==> src/rtl/entrada_saida_ctrl.sv <==
// entrada_saida_ctrl: I/O handshake controller between the core and the board
// switches, enter push-button and display. Each IN or OUT request stalls the
// core until the user confirms with a clean (debounced) press of enter.
//
// Ports:
//   clock, reset    system clock, asynchronous active-high reset
//   entrada         switch bank value, captured when an IN is confirmed
//   in, out         core request levels (in has priority)
//   dado_saida      value to display, latched when an OUT is accepted
//   enter           raw asynchronous push-button, active-high
//   sinal           stall to the core while an operation awaits confirmation
//   valor           last confirmed switch value
//   display         value latched by the last OUT request
//   display_valid   set once any OUT has been accepted since reset
//   pronto          one-cycle pulse per confirmed operation
module entrada_saida_ctrl #(
    parameter int unsigned WIDTH           = 18,
    parameter int unsigned SYNC_STAGES     = 2,
    parameter int unsigned DEBOUNCE_CYCLES = 4
) (
    input  logic             clock,
    input  logic             reset,
    input  logic [WIDTH-1:0] entrada,
    input  logic             in,
    input  logic             out,
    input  logic [WIDTH-1:0] dado_saida,
    input  logic             enter,
    output logic             sinal,
    output logic [WIDTH-1:0] valor,
    output logic [WIDTH-1:0] display,
    output logic             display_valid,
    output logic             pronto
);

    localparam int unsigned CNT_W = (DEBOUNCE_CYCLES > 1) ? $clog2(DEBOUNCE_CYCLES) : 1;

    typedef enum logic [1:0] {
        IDLE     = 2'd0,
        WAIT_IN  = 2'd1,
        WAIT_OUT = 2'd2,
        RELEASE  = 2'd3
    } state_t;

    state_t                 state;
    logic [SYNC_STAGES-1:0] sync;
    logic                   enter_s;
    logic                   enter_db;
    logic                   enter_db_q;
    logic [CNT_W-1:0]       cnt;
    logic                   confirm_c;

    assign enter_s   = sync[SYNC_STAGES-1];
    assign confirm_c = enter_db & ~enter_db_q;

    // Synchroniser chain for the raw button
    always_ff @(posedge clock or posedge reset) begin
        if (reset) begin
            sync <= '0;
        end else begin
            sync <= {sync[SYNC_STAGES-2:0], enter};
        end
    end

    // Debouncer: the level toggles only after DEBOUNCE_CYCLES consecutive
    // disagreeing samples; the toggle happens on the edge of the last one.
    always_ff @(posedge clock or posedge reset) begin
        if (reset) begin
            cnt        <= '0;
            enter_db   <= 1'b0;
            enter_db_q <= 1'b0;
        end else begin
            enter_db_q <= enter_db;
            if (enter_s != enter_db) begin
                if (cnt == CNT_W'(DEBOUNCE_CYCLES - 1)) begin
                    enter_db <= enter_s;
                    cnt      <= '0;
                end else begin
                    cnt <= cnt + CNT_W'(1);
                end
            end else begin
                cnt <= '0;
            end
        end
    end

    // Handshake FSM with registered outputs
    always_ff @(posedge clock or posedge reset) begin
        if (reset) begin
            state         <= IDLE;
            sinal         <= 1'b0;
            valor         <= '0;
            display       <= '0;
            display_valid <= 1'b0;
            pronto        <= 1'b0;
        end else begin
            pronto <= 1'b0;
            case (state)
                IDLE: begin
                    // A button still held from a previous press blocks new requests
                    if (!enter_db) begin
                        if (in) begin
                            sinal <= 1'b1;
                            state <= WAIT_IN;
                        end else if (out) begin
                            display       <= dado_saida;
                            display_valid <= 1'b1;
                            sinal         <= 1'b1;
                            state         <= WAIT_OUT;
                        end
                    end
                end
                WAIT_IN: begin
                    if (confirm_c) begin
                        valor  <= entrada;
                        sinal  <= 1'b0;
                        pronto <= 1'b1;
                        state  <= RELEASE;
                    end
                end
                WAIT_OUT: begin
                    if (confirm_c) begin
                        sinal  <= 1'b0;
                        pronto <= 1'b1;
                        state  <= RELEASE;
                    end
                end
                RELEASE: begin
                    // Wait for the button to be released before serving again
                    if (!enter_db) begin
                        state <= IDLE;
                    end
                end
                default: begin
                    state <= IDLE;
                end
            endcase
        end
    end

endmodule

==> config.mk <==
export PLATFORM = sky130hd
export DESIGN_NAME = entrada_saida_ctrl
export DESIGN_NICKNAME = d
export VERILOG_FILES = /design/src/rtl/entrada_saida_ctrl.sv
export SDC_FILE = /design/constraint.sdc
export NUM_CORES = 1
export LEC_CHECK = 0
export CORE_UTILIZATION = 42
export DETAILED_ROUTE_END_ITERATION = 12
export HOLD_SLACK_MARGIN = 0.03
export PLACE_DENSITY_LB_ADDON = 0.25
export RECOVER_POWER = 100
export SLEW_MARGIN = 20
export SYNTH_ARGS = -nofsm -noshare
export SYNTH_HDL_FRONTEND = slang
export SYNTH_SLANG_ARGS = --single-unit
export TNS_END_PERCENT = 100
==> constraint.sdc <==
create_clock -name clock -period 1.97 [get_ports clock]
set_input_delay 0.4925 -clock clock [delete_from_list [all_inputs] [get_ports clock]]
set_output_delay 0.4925 -clock clock [all_outputs]
set_load 0.005 [all_outputs]
# ---- Word level (Yosys, flattened, before mapping)
# Cells that the tools add are included.
dict set report totals {
  input_bits 41
  word_cells 47
  regBits 47
}
dict set report classes {
  reduce_logical 8
  n_eq_ne 9
  n_mux 15
  addsub 1
  bitwise_logic 4
}
# operator count
set op_table {}
lappend op_table {{$mux W2} 7}
lappend op_table {{$reduce_and A4 Y1} 3}
lappend op_table {{$eq A2 B2 Y1 const B} 3}
lappend op_table {{$mux W1} 6}
lappend op_table {{$pmux W2 S3} 1}
lappend op_table {{$ne A2 B2 Y1 const B} 2}
lappend op_table {{$reduce_and A2 Y1} 2}
lappend op_table {{$ne A3 B3 Y1 const B} 1}
lappend op_table {{$not A1 Y1} 3}
lappend op_table {{$add A2 B1 Y2 const B} 1}
lappend op_table {{$eq A2 B1 Y1 const B} 1}
lappend op_table {{$logic_not A2 Y1} 1}
lappend op_table {{$ne A2 B1 Y1 const B} 1}
lappend op_table {{$pmux W1 S2} 1}
lappend op_table {{$reduce_bool A2 Y1} 1}
lappend op_table {{$reduce_or A2 Y1} 1}
lappend op_table {{$and A1 B1 Y1} 1}
lappend op_table {{$ne A1 B1 Y1} 1}

# ---- Logic depth before layout (Yosys ltp)
dict set report depth {
  ltp_word 4
  depth_mapped 7
  depth_no_buf 5
}

# ---- Least setup slack after synthesis
# No wires, ideal clock.
dict set report synth_path {
  kind {register -> register}
  start {register state[0]}
  end {register display[0]}
  setup_time_ps 125
  synth_period_minus_slack_ps 1761
  arrival_time_ps 1636
  slack_ps 209
  path_stages_with_launch 8
  path_cell_list {dfrtp_1 > inv_1 > ha_1 > inv_2 > nor4b_2 > buf_6 > buf_12 > mux2_4}
}
dict set report synth_between {
  elab_chain_len 2
}
# element line_no
set synth_rtl {}
lappend synth_rtl {{start, declared} 44} ;# state_t state;
lappend synth_rtl {{start signal, assigned} 89} ;# state <= IDLE;
lappend synth_rtl {{start signal, assigned} 103} ;# state <= WAIT_IN;
lappend synth_rtl {{start signal, assigned} 108} ;# state <= WAIT_OUT;
lappend synth_rtl {{$logic_not A2 Y1} 97} ;# case (state)
lappend synth_rtl {{$reduce_and A4 Y1 (no source line)} n/a}
lappend synth_rtl {{end signal, assigned} 105} ;# display <= dado_saida;
lappend synth_rtl {{end, declared} 30} ;# output logic [WIDTH-1:0] display,
# Every way passes these cells.
# A chain may end at the register's enable or synchronous reset.

# ---- Worst setup path after layout
dict set report layout_path {
  start {register state[0]}
  end {register display[14]}
}
# Same word-level chain as after synthesis.

==> reports/results.tsv <==
metric	value	unit
Yosys top cell area share	61.48	%
Pre-Repair DR Iteration Count	4	
setup violators final	0	
Syn Nets	164	
CP required	2.14	ns
worst hold path type	reg2reg	
Setup crit end kind	flop	
CP max stage cell	dfrtp_1	
fin nets	251	
initial antenna violation count	0	
CTS Buf Count	5	
critical path class	reg2reg	
Crit Path Max Fanout	19	
clk_lat worst skew	0.29	ns
slowest stage delay, CP	0.42	ns
core area	4354	µm²
Total GRT Usage	17.09	%
hold buffers post-CTS	0	
Tmin final	1.835	ns
Max Cap Viol	0	
Routability Congestion	0.8563	
Slew @ Worst Pin	0.6323	ns
worst relative slew slack	57.80	%
Die X	69.49	µm
VDD IR max	900.5	µV
n_diodes	0	
HPWL Detailed	2946	µm
Seq/Total Area, Yosys	61.48	%
# IOs	80	
Rows	24	
count leader, synth	dfrtp_1	
Fin. Hold Viols	0	
Worst path top cell family by delay	flip-flops	
Die H	69.49	µm
run status	finished clean	
P&R area growth vs syn	49.51	%
number of gates resized after CTS	0	
fin crit share	93.14	%
Async SR Flop Fraction	100.0	%
CTS H-Tree Depth	2	
WP data arrival	2.01	ns
clock sinks	47	
critical-path cell list	inv_1 > ha_2 > inv_2 > nor4b_4 > buf_12 > mux2_1	
startpoint types	flop	
post-CTS setup buffer count	0	
post-synth design cell area	1913	µm²
register clock-pin slew on the reported worst setup and hold paths	0.08	ns
Fmax	545.0	MHz
DRC viols	0	
DR vias	1257	
Post-DRT Antenna Nets	0	
Ys Warns	0	
drt wl/cell	14.81	µm
PD cells	1411	nW/µm²
clock root cell	clkbuf_8	
PortBufs	79	
Starting Density	43.94	%
Synth cell types	28	
final global-route overflow total	0	
final core occ	65.69	%
top cells by area, synth	dfrtp_1 (61%), mux2_2 (16%), mux2_4 (7.1%)	
CTS tree	done	
pin count of the biggest net entering global routing	20	
Top FF cell, synth	dfrtp_1	
DR iter-0 viols	23	
syn avg cell area	16.21	µm²
maximum buffer depth of the clock tree	2	
FF+latch count, synth	47	
first-pass GRT wire length	6451	µm
die area	4829	µm²
Synth top cells by count	dfrtp_1 (47), mux2_2 (28), mux2_4 (9)	
Post-synth EDFFs	0	
Vias/cell	4.872	
drt total wl	3821	µm
area leader, netlist	dfrtp_1	
RSZ-0062 raised after global routing	no	
vias in the first global route	1370	
layout cell share with drive strength beyond 1	22.82	%
Post-Syn Instances	118	
Leakage Power	1.233	nW
max-slew violations	0	
CP Buf/Inv Count	3	
final setup TNS	0	ns
final clock skew	0.002895	ns
-- area by class of cell --
| type | count | area [µm²] |
|---|---|---|
| fillers | 316 | 1494 |
| flip-flops and latches | 47 | 1176 |
| repair buffers | 83 | 824.5 |
| multi-input cells | 63 | 658.1 |
| clock buffers | 6 | 82.58 |
| well taps | 52 | 65.06 |
| clock inverters | 2 | 35.03 |
| inverters | 5 | 18.77 |
-- worst paths after layout --
path / from / end / slack, ns / cells after the start
worst max-delay path: state[0] / display[14] / 0.14 / 6
worst min-delay path: sync[0] / sync[1] / 0.36 / 0
worst max register to register: state[0] / display[14] / 0.14 / 6
worst min register to register: sync[0] / sync[1] / 0.36 / 0
max in group asynchronous: reset / display[5] / 0.38 / 3
min in group asynchronous: reset / valor[8] / 0.72 / 2
-- metrics by stage --
step / total power, mW / worst slack [ns] / std cells / instance area, µm² / hold WS, ns
2_1_floorplan: 2.535 / 0.2090 / 118 / 1913 / 0.3312
3_3_place_gp: 3.499 / 0.06296 / 250 / 2790 / 0.3315
3_5_place_dp: 3.601 / 0.03679 / 250 / 2790 / 0.3402
4_1_cts: 4.337 / 0.09435 / 258 / 2908 / 0.3598
5_1_grt: 4.306 / 0.04764 / 258 / 2860 / 0.3668
6_report: 4.034 / 0.1351 / 258 / 2860 / 0.3555
-- cell usage in the layout, fill, tap and decap left out, drive strengths merged --
master and instances:
o21ba 1, clkinv 1, o2bb2ai 1, a22oi 1
nor2b 1, dfrtp 47, nor3 1, a21oi 1
a31oi 1, mux2 37, xnor2 1, o21bai 1
mux2i 1, dlygate4sd3 42, nor4b 2, clkbuf 9
and2b 1, nor2 2, bufinv 1, nand2 1
nor3b 1, or2 1, a221o 1, and2 1
o22ai 1, buf 1, clkdlybuf4s50 37, ha 5
inv 5
-- kinds of logic after synthesis --
family          Yosys count  synth area share (%)
flops                    47                 61.48
mux                      38                 24.07
buf+inv                   8                 3.204
simple gates             11                 4.317
compound gates            8                 3.205
fa+ha+maj                 5                 3.270
xor+xnor                  1                0.4579
-- state kept, by name, indices dropped and copies added (netlist names) --
name and count:
cnt 2, display 18, display_valid 1, enter_db 1, enter_db_q 1, pronto 1, sinal 1, state 2
sync 2, valor 18
-- per-layer routing --
layer / vias to the layer above / wire (µm) / part of all wire, % / GRT usage (%)
met5: - / 0 / 0 / 0
met4: 0 / 54 / 1.4 / 4.762
met3: 6 / 163 / 4.3 / 4.797
met2: 38 / 2012 / 53 / 29.88
met1: 624 / 1590 / 42 / 20.56
li1: 589 / - / - / -
-- report_power, final --
part / total (mW) / switching [mW] / leakage (nW) / internal, mW
clock: 0.714 / 0.303 / 0.0612 / 0.410
combinational: 1.67 / 0.588 / 0.617 / 1.08
sequential: 1.65 / 0.237 / 0.554 / 1.42
total: 4.03 / 1.13 / 1.23 / 2.91
Power figures use the tool's default switching activity.
